$ cat src/rtl/csr_file.sv
// Machine-mode CSR file for the RV64 pipeline: the execute-stage read port, the commit write port,
// mcycle/minstret, trap/mret state updates and the registered fetch redirect.
module csr_file #(
    parameter logic [63:0] MISA_VAL      = 64'h8000_0000_0014_1101,
    parameter logic [63:0] MSTATUS_WMASK = 64'h0000_0000_0000_1888,
    parameter logic [63:0] MTVEC_RESET   = 64'h0,
    parameter bit          BYPASS        = 1'b1
) (
    input  logic        clk,
    input  logic        reset,
    input  logic [11:0] rd_addr,
    output logic [63:0] rd_data,
    output logic        rd_illegal,
    input  logic        wr_valid,
    input  logic [11:0] wr_addr,
    input  logic [63:0] wr_data,
    input  logic        retire,
    input  logic        trap_valid,
    input  logic [63:0] trap_pc,
    input  logic [63:0] trap_cause,
    input  logic        mret_valid,
    output logic        redirect_valid,
    output logic [63:0] redirect_pc,
    output logic [1:0]  priv
);

    localparam logic [11:0] A_MSTATUS  = 12'h300;
    localparam logic [11:0] A_MISA     = 12'h301;
    localparam logic [11:0] A_MIE      = 12'h304;
    localparam logic [11:0] A_MTVEC    = 12'h305;
    localparam logic [11:0] A_MSCRATCH = 12'h340;
    localparam logic [11:0] A_MEPC     = 12'h341;
    localparam logic [11:0] A_MCAUSE   = 12'h342;
    localparam logic [11:0] A_MTVAL    = 12'h343;
    localparam logic [11:0] A_MIP      = 12'h344;
    localparam logic [11:0] A_SATP     = 12'h180;
    localparam logic [11:0] A_MCYCLE   = 12'hB00;
    localparam logic [11:0] A_MINSTRET = 12'hB02;
    localparam logic [11:0] A_MHARTID  = 12'hF14;

    localparam int ST_MIE  = 3;
    localparam int ST_MPIE = 7;

    logic [63:0] mstatus_q, mstatus_d, mie_q, mie_d, mtvec_q, mtvec_d;
    logic [63:0] mscratch_q, mscratch_d, mepc_q, mepc_d, mcause_q, mcause_d;
    logic [63:0] mtval_q, mtval_d, mip_q, mip_d, satp_q, satp_d;
    logic [63:0] mcycle_q, mcycle_d, minstret_q, minstret_d;
    logic [1:0]  priv_q, priv_d;
    logic        redirect_valid_q, redirect_valid_d;
    logic [63:0] redirect_pc_q, redirect_pc_d;

    logic        wr_accept;
    logic [63:0] wr_value;
    logic [63:0] rd_value;
    logic [63:0] trap_target;

    function automatic logic is_writable(input logic [11:0] a);
        case (a)
            A_MSTATUS, A_MIE, A_MTVEC, A_MSCRATCH, A_MEPC, A_MCAUSE, A_MTVAL,
            A_MIP, A_SATP, A_MCYCLE, A_MINSTRET: return 1'b1;
            default:                             return 1'b0;
        endcase
    endfunction

    // A trap or mret in the same cycle swallows the commit write completely.
    assign wr_accept = wr_valid && !trap_valid && !mret_valid;

    always_comb begin
        case (wr_addr)
            A_MSTATUS: wr_value = (mstatus_q & ~MSTATUS_WMASK) | (wr_data & MSTATUS_WMASK);
            A_MTVEC:   wr_value = wr_data & ~64'h2;
            A_MEPC:    wr_value = wr_data & ~64'h3;
            default:   wr_value = wr_data;
        endcase
    end

    // NOTE: every output of a combinational block gets a default first, so no path infers a latch.
    always_comb begin
        rd_value   = '0;
        rd_illegal = 1'b0;
        case (rd_addr)
            A_MSTATUS:  rd_value = mstatus_q;
            A_MISA:     rd_value = MISA_VAL;
            A_MIE:      rd_value = mie_q;
            A_MTVEC:    rd_value = mtvec_q;
            A_MSCRATCH: rd_value = mscratch_q;
            A_MEPC:     rd_value = mepc_q;
            A_MCAUSE:   rd_value = mcause_q;
            A_MTVAL:    rd_value = mtval_q;
            A_MIP:      rd_value = mip_q;
            A_SATP:     rd_value = satp_q;
            A_MCYCLE:   rd_value = mcycle_q;
            A_MINSTRET: rd_value = minstret_q;
            A_MHARTID:  rd_value = '0;
            default:    rd_illegal = 1'b1;
        endcase
    end

    assign rd_data = (BYPASS && wr_accept && (wr_addr == rd_addr) && is_writable(wr_addr))
                     ? wr_value : rd_value;

    // Vectored mode only applies to interrupts; exceptions always go to the base.
    assign trap_target = {mtvec_q[63:2], 2'b00} +
                         ((mtvec_q[0] && trap_cause[63]) ? {56'b0, trap_cause[5:0], 2'b00} : 64'b0);

    always_comb begin
        mstatus_d        = mstatus_q;
        mie_d            = mie_q;
        mtvec_d          = mtvec_q;
        mscratch_d       = mscratch_q;
        mepc_d           = mepc_q;
        mcause_d         = mcause_q;
        mtval_d          = mtval_q;
        mip_d            = mip_q;
        satp_d           = satp_q;
        mcycle_d         = mcycle_q + 64'd1;
        minstret_d       = retire ? minstret_q + 64'd1 : minstret_q;
        priv_d           = priv_q;
        redirect_valid_d = 1'b0;
        redirect_pc_d    = redirect_pc_q;

        if (trap_valid) begin
            mepc_d            = trap_pc & ~64'h3;
            mcause_d          = trap_cause;
            mstatus_d[ST_MPIE] = mstatus_q[ST_MIE];
            mstatus_d[ST_MIE]  = 1'b0;
            mstatus_d[12:11]   = priv_q;
            priv_d            = 2'd3;
            redirect_valid_d  = 1'b1;
            redirect_pc_d     = trap_target;
        end else if (mret_valid) begin
            priv_d             = mstatus_q[12:11];
            mstatus_d[ST_MIE]  = mstatus_q[ST_MPIE];
            mstatus_d[ST_MPIE] = 1'b1;
            mstatus_d[12:11]   = 2'd0;
            redirect_valid_d   = 1'b1;
            redirect_pc_d      = mepc_q;
        end else if (wr_accept) begin
            case (wr_addr)
                A_MSTATUS:  mstatus_d  = wr_value;
                A_MIE:      mie_d      = wr_value;
                A_MTVEC:    mtvec_d    = wr_value;
                A_MSCRATCH: mscratch_d = wr_value;
                A_MEPC:     mepc_d     = wr_value;
                A_MCAUSE:   mcause_d   = wr_value;
                A_MTVAL:    mtval_d    = wr_value;
                A_MIP:      mip_d      = wr_value;
                A_SATP:     satp_d     = wr_value;
                A_MCYCLE:   mcycle_d   = wr_value;
                A_MINSTRET: minstret_d = wr_value;
                default: ;
            endcase
        end
    end

    // NOTE: state is updated with non-blocking assignments only, and reset is sampled on the clock edge.
    always_ff @(posedge clk) begin
        if (!reset) begin
            mstatus_q        <= '0;
            mie_q            <= '0;
            mtvec_q          <= MTVEC_RESET;
            mscratch_q       <= '0;
            mepc_q           <= '0;
            mcause_q         <= '0;
            mtval_q          <= '0;
            mip_q            <= '0;
            satp_q           <= '0;
            mcycle_q         <= '0;
            minstret_q       <= '0;
            priv_q           <= 2'd3;
            redirect_valid_q <= 1'b0;
            redirect_pc_q    <= '0;
        end else begin
            mstatus_q        <= mstatus_d;
            mie_q            <= mie_d;
            mtvec_q          <= mtvec_d;
            mscratch_q       <= mscratch_d;
            mepc_q           <= mepc_d;
            mcause_q         <= mcause_d;
            mtval_q          <= mtval_d;
            mip_q            <= mip_d;
            satp_q           <= satp_d;
            mcycle_q         <= mcycle_d;
            minstret_q       <= minstret_d;
            priv_q           <= priv_d;
            redirect_valid_q <= redirect_valid_d;
            redirect_pc_q    <= redirect_pc_d;
        end
    end

    assign redirect_valid = redirect_valid_q;
    assign redirect_pc    = redirect_pc_q;
    assign priv           = priv_q;

endmodule

$ cat config.mk
export PLATFORM = sky130hd
export DESIGN_NAME = csr_file
export DESIGN_NICKNAME = d
export VERILOG_FILES = /design/src/rtl/csr_file.sv
export SDC_FILE = /design/constraint.sdc
export NUM_CORES = 2
export LEC_CHECK = 0
export CAP_MARGIN = 0
export CORE_MARGIN = 2
export CORE_UTILIZATION = 50
export DETAILED_ROUTE_END_ITERATION = 7
export PLACE_DENSITY = 0.71
export RECOVER_POWER = 25
export SLEW_MARGIN = 10
export SYNTH_ARGS = -nofsm -noshare
export SYNTH_HDL_FRONTEND = slang
export SYNTH_SLANG_ARGS = --single-unit
$ cat constraint.sdc
create_clock -name clk -period 9.8 [get_ports clk]
set_input_delay 2.45 -clock clk [delete_from_list [all_inputs] [get_ports clk]]
set_output_delay 2.45 -clock clk [all_outputs]
set_load 0.005 [all_outputs]
======== Yosys cells after proc, flatten, opt, wreduce, memory -nomap -nowiden ========
Index checks and enable logic that the tools add are counted.
storage, ports and cells
  register bits after elaboration ......... 771
  output and inout bits ................... 132
  word-level logic and storage cells ...... 114
  input port bits ......................... 222
cells by class
  reductions and logical operators ........ 30
  multiplexer cells ....................... 34
  equal/unequal tests ..................... 26
  bitwise logic cells ..................... 4
  $add $sub $neg .......................... 3
operators with widths
  kind                                                                      count
  64-bit 2-to-1 mux                                                         20
  64-bit one-hot mux with 12 select lines                                   1
  12-bit by 10-bit equality test with 1-bit output (second input constant)  17
  64-bit one-hot mux with 3 select lines                                    1
  64-bit by 1-bit adder with 64-bit output (second input constant)          2
  64-bit by 8-bit adder with 64-bit output                                  1
  64-bit by 13-bit bitwise OR with 64-bit output                            1
  12-bit equality test (second input constant)                              5
  4-bit AND reduction                                                       7
  13-bit 2-to-1 mux                                                         2
  12-bit by 9-bit equality test with 1-bit output (second input constant)   2
  13-bit OR reduction                                                       1
  12-bit equality test                                                      1
  2-bit nonzero test                                                        6
  11-bit OR reduction                                                       1
  3-bit AND reduction                                                       3
  8-bit 2-to-1 mux                                                          1
  1-bit 2-to-1 mux                                                          7
  3-bit nonzero test                                                        2
  1-bit logical AND                                                         5
  2-bit 2-to-1 mux                                                          2
  2-bit AND reduction                                                       2
  1-bit inverter                                                            3
  1-bit logical NOT                                                         2
  other kinds (2)                                                           2

======== Depth between registers and ports, before layout ========
  depth after elaboration ................. 6
  gate-level depth with buffers ........... 10
  mapped depth without buffers ............ 9

======== Worst setup path after synthesis ========
Ideal clock, no wire load.
  path type ............................... input port to output port
  start ................................... input wr_addr[10]
  end ..................................... output rd_data[15]
  path buffers ............................ 3
  stages on the path ...................... 9
  required time ........................... 7,350 ps
  arrival ................................. 4,761 ps
  path slack .............................. 2,589 ps
  cells stage by stage .................... or4b_4 > or4_4 > or3_1 > clkbuf_1 > buf_2 > mux2i_1 > buf_2 > nor2_1 > a31o_2
on the way
  cells in the longest elaborated chain, start to end .. 5
  elaborated cells between the ends (all ways) .. 18
  classes of those cells .................. eq/ne: 12; mux: 3; reduce/logical: 3
RTL lines
  element                                       line  source
  from (decl)                                   15    input logic [11:0] wr_addr,
  12-bit equality test (tied with other cells)  58    case (a)
  11-bit OR reduction                           58
  1-bit 2-to-1 mux                              58
  1-bit logical AND                             99    assign rd_data = (BYPASS && wr_accept && (wr_addr == rd_addr) && is_writable(wr_addr))
  64-bit 2-to-1 mux *                           100   ? wr_value : rd_value;
  to (decl)                                     12    output logic [63:0] rd_data,
Mark *: on every way between the ends. The rest lies on a longest branch, timed or not.

==> flow_metrics.py <==
metrics = {
    "worst_setup_path": {
        "worst_setup_path_start_kind": "input port",
        "crit_path_max_fanout": 137,
        "worstSetupPathType": "input port to register",
        "cp_cell_sequence": "clkbuf_1 > inv_8 > nor2_1 > buf_4 > o21ai_0 > a21oi_1 > a31o_2",
        "critPathCaptureType": "register",
        "arrival_ns": 9.94,
        "r2r_start": "mtvec_q[11]",
        "cp_slowest_cell": "nor2_1",
        "crit_path_start": "reset",
        "critPathRequiredTime_ns": 10.39,
        "worst_path_largest_cell_delay_ns": 2.84,
    },
    "synth": {
        "synth_edf_count": 0,
        "yosysMostFrequentCell": "dfxtp_1",
        "ys_ff_latch": 771,
        "ys.flop_type": "dfxtp_1",
        "syn_nets": 4748,
        "synth_top_area_share_pct": 39.7,
        "ys_seq_area_share_pct": 39.7,
        "synth_cell_types": 82,
        "synth_top_area_cell": "dfxtp_1",
        "synth_top_cells_by_area": "dfxtp_1 (40%), a211oi_1 (7.1%), nor2_1 (4.7%)",
        "synthCells": 4517,
        "ys_top_cells_by_count": "dfxtp_1 (771), nor2_1 (483), a211oi_1 (367)",
        "synthArstFlopShare_pct": 0,
        "netlist_area_mm2": 0.0389,
        "syn_avg_cell_area_um2": 8.61,
        "synth_warnings": 0,
    },
    "floorplan": {
        "die_w_um": 283,
        "start_util_pct": 50.4,
        "ioPinCount": 354,
        "core_mm2": 0.0772,
        "fp.dieH_um": 283,
        "rows": 102,
        "die_area_mm2": 0.0800,
    },
    "placement": {
        "gp_congestion": 1.00,
        "pre_cts_slack_ns": 0.942,
        "dp.cells": 5646,
        "portBuffers": 351,
        "dp_hpwl_um": 124000,
    },
    "routing": {
        "wl_um": 185000,
        "num_vias": 40015,
        "drt_first_pass_iters": 8,
        "viasPerCell": 6.90,
        "wl_per_cell_um": 32.0,
        "ant_nets": 0,
        "drc": 0,
        "dr.first_iter.drc_count": 6598,
    },
    "flow_run": {
        "drv_cap": 8,
    },
    "sta": {
        "worst_pin_slew_ns": 4.03,
        "fin_worst_hold_slack_ns": 0.450,
        "finalSetupViolCount": 0,
        "timing_hold_violations_final": 0,
        "setup_slack_ns": 0.449,
        "rsz0062_at_grt": "false",
        "timing.final.crit_share_pct": 95.4,
        "max_freq_mhz": 107,
        "setup-tns-final_ns": 0,
        "slew_viol_final": 468,
        "finClkSkew_ns": 0.0275,
        "fin_crit_ns": 9.35,
        "relSlewSlack_pct": -168,
    },
    "status": {
        "failed_checks": "max-capacitance violations, max-slew violations",
        "outcome": "finished with violations",
    },
    "layout": {
        "fillers": 6871,
        "area.growth.synth_to_final_pct": 19.0,
        "nets": 4924,
        "drive_above_1_share_pct": 12.6,
        "regArea_mm2": 0.0154,
        "multiInputGateArea_mm2": 0.0218,
        "stdcell_count": 5803,
    },
    "clock_tree": {
        "cts_tree": "built",
        "cts_max_path_buffers": 3,
        "worstSkewPairLatency_ns": 0.66,
        "clock_sinks": 771,
        "cts_resized": 0,
        "cts_max_level": 3,
        "ctsHoldBuffers": 0,
        "cts_inserted_buffers": 85,
        "clk_pin_slew_ns": 0.06,
        "clk_root_buffer_cell": "clkbuf_16",
        "post_cts_buffers": 0,
    },
    "global_routing": {
        "grtUsageTotal_pct": 45.1,
        "overflow": 0,
        "grt_first_pass_wirelength_um": 260000,
        "antenna_found_initial": 14,
        "grt_max_degree": 138,
        "grt_pass1_vias": 36238,
    },
    "power_and_ir_drop": {
        "peakVddDrop_v": 0.000115,
        "power_mw": 7.08,
        "p_leak_nw": 16.0,
        "cellPowerDensity_mw_per_mm2": 153,
    },
    "worst_hold_path": {
        "hold_start": "mie_q[11]",
        "min_path_type": "register to register",
    },
}
[through the flow]
step,util [%],cell area (um^2)
floorplan,-,38900
global placement,56.4,43600
detailed placement,56.4,43600
CTS,60.0,46300
global route,59.9,46300
finish,60.0,46300
[critical path, delay by kind of cell]
kind	cells	cell delay, ns
buf+inv	3	3.81
simple gates	1	2.84
compound gates	3	0.55
[area by class of cell]
class                           instances  area share (%)
Multi-Input combinational cell       3278            47.0
Tap cell                             1040            2.81
Sequential cell                       771            33.3
Clock buffer                          128            5.49
Timing Repair Buffer                  536            10.6
Antenna cell                            9          0.0486
Clock inverter                         20           0.449
Inverter                               21           0.186
[placed cells by master (no fill, tap or decap), drive strengths merged, types with 136 or more instances in the layout]
cell type / netlist / layout
buf: 100 / 184
o21ai: 276 / 276
dfxtp: 771 / 771
clkbuf: 347 / 136
mux2i: 201 / 201
a21oi: 303 / 303
nor2: 483 / 483
clkdlybuf4s50: 0 / 276
nand2: 261 / 261
a211oi: 367 / 367
[kinds of logic (layout without fill, tap and decap cells)]
| family | count (synthesis) | in the layout | share of synthesized area [%] |
|---|---|---|---|
| flip-flops | 771 | 771 | 39.7 |
| AND/OR/NAND/NOR | 1256 | 1256 | 15.4 |
| other | 0 | 9 | 0 |
| adder cells (fa/ha/maj) | 9 | 9 | 0.309 |
| AO/OA/AOI/OAI | 1514 | 1514 | 26.3 |
| XOR/XNOR | 191 | 191 | 4.30 |
| buffers and inverters | 468 | 705 | 4.85 |
| multiplexers | 308 | 308 | 9.10 |
[layer usage]
metal  up-vias  track usage, %  share of wire [%]
met4        16            26.8                7.4
met2      3202            62.0                 39
li1      17055               -                  -
met1     18963            59.9                 38
met5         -           0.916              0.068
met3       779            16.4                 15
[final timing paths]
path | to | slack (ns) | cells past startpoint
setup / recovery | mepc_q[30] | 0.45 | 7
hold / removal | mie_q[11] | 0.45 | 2
setup reg to reg | redirect_pc[51] | 6.32 | 7
hold reg to reg | mie_q[11] | 0.45 | 2
[state kept, by name, indices dropped and copies added, names as in the netlist]
signal,count
mip_q,64
mcause_q,64
mtvec_q,64
redirect_valid,1
mstatus_q,64
mie_q,64
mcycle_q,64
mtval_q,64
redirect_pc,64
minstret_q,64
mepc_q,64
mscratch_q,64
satp_q,64
priv,2
[report_power, final]
group / switching (mW) / internal [mW] / leakage, nW
combinational: 0.380 / 0.229 / 8.40
clock: 1.38 / 1.86 / 1.36
sequential: 0.0425 / 3.18 / 6.24
total: 1.80 / 5.27 / 16.0
(Power assumes the default switching activity.)
